==> config.mk <==
export PLATFORM = sky130hd
export DESIGN_NAME = binary_up_counter4
export DESIGN_NICKNAME = d
export VERILOG_FILES = /design/src/rtl/binary_up_counter4_pkg.sv /design/src/rtl/binary_up_counter4.sv
export SDC_FILE = /design/constraint.sdc
export NUM_CORES = 1
export LEC_CHECK = 0
export ABC_AREA = 1
export BUFFER_PORTS_ARGS = -buffer_cell sky130_fd_sc_hd__buf_4
export CORE_AREA = 4 4 41 43
export CTS_CLUSTER_DIAMETER = 40
export DETAILED_ROUTE_END_ITERATION = 16
export DIE_AREA = 0 0 45 47
export PLACE_DENSITY = 0.34
export SYNTH_ARGS = -nofsm -noshare
export SYNTH_HDL_FRONTEND = slang
export SYNTH_SLANG_ARGS = --single-unit
==> constraint.sdc <==
create_clock -name clk -period 2.73 [get_ports clk]
set_input_delay 0.819 -clock clk [delete_from_list [all_inputs] [get_ports clk]]
set_output_delay 0.819 -clock clk [all_outputs]
set_load 0.1 [all_outputs]
==> src/rtl/binary_up_counter4_pkg.sv <==
// Shared constants and types for the loadable binary up-counter.
// No logic lives here; the counter top imports it for its default width.
// Kept separate so other blocks can size buses against the same default.
package binary_up_counter4_pkg;

  // Default counter and load-data width in bits.
  localparam int COUNTER_W_DEFAULT = 4;

  // Counter value at the default width.
  typedef logic [COUNTER_W_DEFAULT-1:0] count_t;

endpackage : binary_up_counter4_pkg

==> src/rtl/binary_up_counter4.sv <==
// Loadable free-running binary up-counter, wraps modulo 2^WIDTH.
// Latency: reset/load/increment visible right after the sampling clk edge.
// No backpressure: counts on every edge that has neither reset nor load.
module binary_up_counter4
  import binary_up_counter4_pkg::*;
#(
  parameter int WIDTH = COUNTER_W_DEFAULT
) (
  input  logic [WIDTH-1:0] data_in,
  input  logic             load,
  input  logic             clk,
  input  logic             reset,
  output logic [WIDTH-1:0] count
);

  // State register: reset beats load, load beats increment; all-ones rolls to 0.
  always_ff @(posedge clk) begin
    if (reset) begin
      count <= '0;
    end else if (load) begin
      count <= data_in;
    end else begin
      count <= count + WIDTH'(1);
    end
  end

`ifndef SYNTHESIS
  // Marks that a reset edge has been seen, so checks ignore the undefined start-up value.
  logic past_valid;
  always_ff @(posedge clk) begin
    if (reset) begin
      past_valid <= 1'b1;
    end
  end

  // Reset wins over everything, including a simultaneous load.
  a_reset_priority : assert property (@(posedge clk)
    reset |=> (count == '0));

  // A load without reset takes the preload value verbatim.
  a_load_value : assert property (@(posedge clk)
    (!reset && load) |=> (count == $past(data_in)));

  // An idle edge after reset advances the count by exactly one.
  a_step_one : assert property (@(posedge clk)
    (past_valid && !reset && !load) |=> (count == WIDTH'($past(count) + WIDTH'(1))));

  // All-ones rolls over to zero with no stall.
  a_wrap : assert property (@(posedge clk)
    (past_valid && !reset && !load && (count == '1)) |=> (count == '0));
`endif

endmodule : binary_up_counter4

==> impl_metrics.env, run 1 <==
export IMPL_cp_end_kind="primary output"
export IMPL_largest_register="count"
export IMPL_drv_cap=0
export IMPL_cp_cell_sequence="buf_4"
export IMPL_core_um2=1301
export IMPL_path_buf_inv=1
export IMPL_clk_pin_slew_ps=40
export IMPL_synth_edff_count=0
export IMPL_gr_total_overflow=0
export IMPL_min_period_ps=1775
export IMPL_critical_path_arrival_ps=960
export IMPL_fin_crit_sh_pct=65.03
export IMPL_worstSetupStartpointType="register"
export IMPL_max_slew_worst_pin_slew_ps=279.2
export IMPL_cts_tree="yes"
export IMPL_vias=204
export IMPL_grt_max_degree=7
export IMPL_timing_hold_ws_ps=528.8
export IMPL_crit_type="reg2out"
export IMPL_first_global_vias=184
export IMPL_wirelength_um=435
export IMPL_fin_skew_ps=5.892
export IMPL_status="completed"
export IMPL_gp_congestion=0.6842
export IMPL_ys_flop_type="dfxtp_1"
export IMPL_power_leakage_uw=0.0001610
export IMPL_synth_nets=33
export IMPL_ir_drop_v=0.0001327
export IMPL_synth_largest_area_cell="dfxtp_1"
export IMPL_cts_resized=0
export IMPL_cpPeakStageDelay_ps=390
export IMPL_cts_inserted_buffers=3
export IMPL_hold_path_class="reg2reg"
export IMPL_antenna_left=0
export IMPL_crit_family="flip-flops"
export IMPL_dr_first_iter_drc_count=0
export IMPL_final_max_slew_viol_count=0
export IMPL_ys_top_cells_by_area="dfxtp_1, nand2_1, nor2_1"
export IMPL_netlist_area_um2=191.4
export IMPL_dpl_hpwl_um=389.1
export IMPL_nFillCells=162
export IMPL_drive_gt1_share_pct=42.11
export IMPL_relSlewSlack_pct=81.54
export IMPL_required_ps=1910
export IMPL_dieArea_um2=2115
export IMPL_synth_cell_types=13
export IMPL_antenna_found_initial=0
export IMPL_postCtsHoldBufs=0
export IMPL_pin_count=11
export IMPL_rows=13
export IMPL_clk_path_buf_depth=2
export IMPL_top_regs="count: 4 flops"
export IMPL_grt_usage_pct=5.446
export IMPL_async_reset_ff_share_pct=0
export IMPL_grt_setup_unrepaired="false"
export IMPL_cts_setup_buffers=0
export IMPL_critPathMaxFanout=5
export IMPL_viasPerCell=3.849
export IMPL_routedWlPerCell_um=8.208
export IMPL_nNetsFinal=48
export IMPL_fmax_ghz=0.5633
export IMPL_detail_route_first_pass_iterations=1
export IMPL_cts_sink_count=4
export IMPL_ys_seq_area_share_pct=41.83
export IMPL_clk_latency_ps=240
export IMPL_largest_register_ffs=4
export IMPL_antenna_cells=0
export IMPL_die_width_um=45
export IMPL_yosysWarnings=0
export IMPL_fin_tns_setup_ps=0
export IMPL_die_y_um=47
export IMPL_grt_pass1_wl_um=696
export IMPL_hold_viol_final=0
export IMPL_setup_viol=0
export IMPL_fin_util_pct=23.65
export IMPL_avgSynthCellArea_um2=7.657
export IMPL_power_density_nw_per_um2=658.1
export IMPL_io_buffers=10
export IMPL_synth_top_area_share_pct=41.83
export IMPL_netlist_instances=25
export IMPL_initial_core_util_pct=14.71
export IMPL_drcViolationCount=0
export IMPL_cp_slowest_cell="dfxtp_1"
export IMPL_area_growth_syn_to_layout_pct=60.78
export IMPL_htree_num_levels=1
export IMPL_root_buffer="clkbuf_4"
export IMPL_synthTopCellsByCount="dfxtp_1, nand2_1, nor2_1"
export IMPL_synth_seq_cells=4
-- cell families after synthesis --
logic type | synth area share (%)
buffers and inverters | 7.841
AOI/OAI and AO/OA | 11.76
xor gates and xnor gates | 4.576
and+or+nand+nor | 27.45
DFF | 41.83
adders and majority gates | 6.535
-- metal layers --
metal	global-route usage (%)	wire (um)	up-vias
met5	0	0	-
met3	2.299	31	2
met1	4.762	174	85
met2	6.780	212	9
li1	-	-	108
met4	10.53	17	0
-- worst paths after layout --
check	start	endpoint	slack, ps	cells past startpoint
worst max register to register	count[0]$_SDFF_PP0_	count[2]$_SDFF_PP0_	1760	4
worst min-delay path	count[0]$_SDFF_PP0_	count[0]$_SDFF_PP0_	530	1
worst min register to register	count[0]$_SDFF_PP0_	count[0]$_SDFF_PP0_	530	1
worst max-delay path	count[0]$_SDFF_PP0_	count[0]	950	1
-- layout by cell type, fill, tap and decap left out --
cell      Yosys  final
nor2_2        1      1
a21oi_1       1      1
buf_4         0     10
xor2_1        1      1
nand2_1       4      4
dfxtp_1       4      4
inv_2         1      1
o21ai_1       1      1
nor2_1        4      4
a211oi_2      1      1
inv_1         3      3
nand4_1       1      1
ha_1          1      1
nand3_1       2      2
clkbuf_4      0      3
-- report_power, final --
part | total, uW | internal, uW | switching, uW
sequential | 68.2 | 63.4 | 4.82
clock | 74.0 | 49.2 | 24.8
combinational | 60.3 | 16.9 | 43.4
total | 203 | 130 | 73.0
-- metrics by stage --
stage | cell area (um^2) | total power (uW) | std cells | worst slack, ps
6_report | 307.8 | 202.6 | 53 | 954.8
4_1_cts | 307.8 | 208.0 | 53 | 934.5
3_3_place_gp | 285.3 | 130.3 | 50 | 1206
5_1_grt | 307.8 | 213.1 | 53 | 921.4
3_5_place_dp | 285.3 | 130.5 | 50 | 1196
2_1_floorplan | 191.4 | 112.4 | 25 | 921.4
-- final cells by class --
type / instances / area [um^2] / share of cell area (%)
sequential: 4 / 80.08 / 26.02
inverter: 4 / 15.01 / 4.878
tap: 15 / 18.77 / 6.098
clock buffer: 3 / 22.52 / 7.317
timing repair buffer: 10 / 75.07 / 24.39
multi-input combinational: 17 / 96.34 / 31.30
(Power assumes the default switching activity.)
==> run 2, diff against run 1 <==
--- a/config.mk
+++ b/config.mk
@@ -5,13 +5,13 @@
 export SDC_FILE = /design/constraint.sdc
 export NUM_CORES = 1
 export LEC_CHECK = 0
-export ABC_AREA = 1
+export ABC_AREA = 0
 export BUFFER_PORTS_ARGS = -buffer_cell sky130_fd_sc_hd__buf_4
 export CORE_AREA = 4 4 41 43
 export CTS_CLUSTER_DIAMETER = 40
 export DETAILED_ROUTE_END_ITERATION = 16
 export DIE_AREA = 0 0 45 47
-export PLACE_DENSITY = 0.34
+export PLACE_DENSITY = 0.35
 export SYNTH_ARGS = -nofsm -noshare
 export SYNTH_HDL_FRONTEND = slang
 export SYNTH_SLANG_ARGS = --single-unit
==> constraint.sdc (replaced) <==
create_clock -name clk -period 1.49 [get_ports clk]
set_input_delay 0.447 -clock clk [delete_from_list [all_inputs] [get_ports clk]]
set_output_delay 0.447 -clock clk [all_outputs]
set_load 0.1 [all_outputs]
==> impl_metrics.env, run 2 <==
export IMPL_rows=13
export IMPL_worstSetupStartpointType="register"
export IMPL_ys_flop_type="dfxtp_1"
export IMPL_avgSynthCellArea_um2=10.50
export IMPL_die_width_um=45
export IMPL_critPathMaxFanout=5
export IMPL_fmax_ghz=0.7461
export IMPL_die_y_um=47
export IMPL_power_density_nw_per_um2=1211
export IMPL_vias=186
export IMPL_drv_cap=0
export IMPL_rrSetupSlack_ps=530
export IMPL_synthTopCellsByCount="dfxtp_1, nor2b_1, a211oi_1"
export IMPL_core_um2=1301
export IMPL_p_int_uw=241.9
export IMPL_cpPeakStageDelay_ps=360
export IMPL_top_regs="count: 4 flops"
export IMPL_max_slew_worst_pin_slew_ps=275.0
export IMPL_clk_path_buf_depth=2
export IMPL_hold_viol_final=0
export IMPL_pin_count=11
export IMPL_fin_skew_ps=0.1889
export IMPL_fin_cells=46
export IMPL_gr_total_overflow=0
export IMPL_routedWlPerCell_um=11.13
export IMPL_synth_edff_count=0
export IMPL_antenna_left=0
export IMPL_status="completed"
export IMPL_drcViolationCount=0
export IMPL_setup_viol=0
export IMPL_root_buffer="clkbuf_4"
export IMPL_crit_family="flip-flops"
export IMPL_sw_frac_of_total_pct=35.35
export IMPL_synth_nets=26
export IMPL_p_sw_uw=132.3
export IMPL_detail_route_first_pass_iterations=2
export IMPL_relSlewSlack_pct=81.54
export IMPL_final_max_slew_viol_count=0
export IMPL_dp_cells=43
export IMPL_min_period_ps=1340
export IMPL_first_global_vias=210
export IMPL_cts_inserted_buffers=3
export IMPL_required_ps=1040
export IMPL_viasPerCell=4.043
export IMPL_drive_gt1_share_pct=54.84
export IMPL_dpl_instance_area_um2=286.5
export IMPL_critical_path_arrival_ps=890
export IMPL_pwr_share_seq_pct=34.4
export IMPL_finalInstanceArea_um2=309.0
export IMPL_cp_end_kind="primary output"
export IMPL_fin_crit_sh_pct=89.96
export IMPL_grt_usage_pct=6.240
export IMPL_clockPowerShare_pct=35.0
export IMPL_synth_largest_area_cell="dfxtp_1"
export IMPL_ys_top_cells_by_area="dfxtp_1, nor2b_1, a2111oi_2"
export IMPL_cts_sink_count=4
export IMPL_gp_congestion=0.7067
export IMPL_antenna_cells=0
export IMPL_cts_resized=0
export IMPL_largest_register_ffs=4
export IMPL_grt_max_degree=8
export IMPL_wirelength_um=512
export IMPL_antenna_found_initial=0
export IMPL_grt_pass1_wl_um=910
export IMPL_initial_core_util_pct=14.52
export IMPL_largest_register="count"
export IMPL_grt_setup_unrepaired="false"
export IMPL_area_growth_syn_to_layout_pct=63.58
export IMPL_power_leakage_uw=0.0001405
export IMPL_layout_common_cells="buf_4, nor2b_1, clkbuf_4, dfxtp_2, a211oi_1"
export IMPL_path_buf_inv=1
export IMPL_async_reset_ff_share_pct=0
export IMPL_ys_seq_area_share_pct=42.38
export IMPL_htree_num_levels=1
export IMPL_cp_cell_sequence="buf_4"
export IMPL_cts_tree="yes"
export IMPL_io_buffers=10
export IMPL_netlist_instances=18
export IMPL_clk_latency_ps=230
export IMPL_power_frac_comb_pct=30.6
export IMPL_postCtsHoldBufs=0
export IMPL_synth_cell_types=11
export IMPL_crit_type="reg2out"
export IMPL_cts_setup_buffers=0
export IMPL_netlist_area_um2=188.9
export IMPL_timing_hold_ws_ps=409.6
export IMPL_dr_first_iter_drc_count=2
export IMPL_synth_top_area_share_pct=42.38
export IMPL_layout_commonest_cell="buf_4"
export IMPL_fin_tns_setup_ps=0
export IMPL_hold_path_class="in2reg"
export IMPL_yosysWarnings=0
export IMPL_dieArea_um2=2115
export IMPL_nNetsFinal=41
export IMPL_ir_drop_v=0.0003423
export IMPL_synth_seq_cells=4
export IMPL_clk_pin_slew_ps=40
export IMPL_cp_slowest_cell="dfxtp_2"
run 2: cell types whose count changed after synthesis, sizes merged, moves of 2 or more:
| cell | before | now |
|---|---|---|
| inv | 4 | 1 |
| nand3 | 2 | 0 |
| nor2 | 5 | 1 |
| nor2b | 0 | 4 |
| nand2 | 4 | 0 |
run 2: cells by family (layout without fill, tap and decap cells):
family / count (synthesis) / in the layout / synth area share, %
and+or+nand+nor: 6 / 6 / 18.54
AOI/OAI and AO/OA: 4 / 4 / 20.53
DFF: 4 / 4 / 42.39
adders and majority gates: 1 / 1 / 6.621
xor gates and xnor gates: 1 / 1 / 4.637
muxes: 1 / 1 / 5.298
buffers and inverters: 1 / 14 / 1.985
run 2: metal layers:
layer / vias to the layer above / track usage (%) / part of all wire (%)
li1: 92 / - / -
met1: 87 / 6.818 / 45
met2: 7 / 8.192 / 44
met3: 0 / 3.065 / 11
met4: 0 / 7.018 / 0
met5: - / 0 / 0
run 2: worst paths after layout:
kind | from | to | cells past startpoint
worst min register to register | count[0]$_SDFF_PP0_ | count[0]$_SDFF_PP0_ | 1
worst max register to register | count[0]$_SDFF_PP0_ | count[2]$_SDFF_PP0_ | 3
worst max-delay path | count[0]$_SDFF_PP0_ | count[0] | 1
worst min-delay path | reset | count[2]$_SDFF_PP0_ | 2
run 2: power groups by stage:
stage	registers [uW]	clock network, uW	logic [uW]
2_1_floorplan	190	0	20.1
3_3_place_gp	130	0	115
3_5_place_dp	129	0	116
4_1_cts	128	138	116
5_1_grt	129	141	120
6_report	129	131	115
run 2: final cells by class:
cell class              instances  area, um^2
clock buffers                   3       22.52
fillers                       146       992.2
inverters                       1       3.754
multi-input cells              13       105.1
flip-flops and latches          4       83.83
well taps                      15       18.77
repair buffers                 10       75.07
run 2: through the flow:
step | util (%) | power (uW) | setup slack [ps]
2_1_floorplan | - | 210.3 | 36.52
3_3_place_gp | 22.02 | 245.7 | 373.5
3_5_place_dp | 22.02 | 245.6 | 337.1
4_1_cts | 23.75 | 381.7 | 149.0
5_1_grt | 23.75 | 390.4 | 129.0
6_report | 23.75 | 374.1 | 149.6
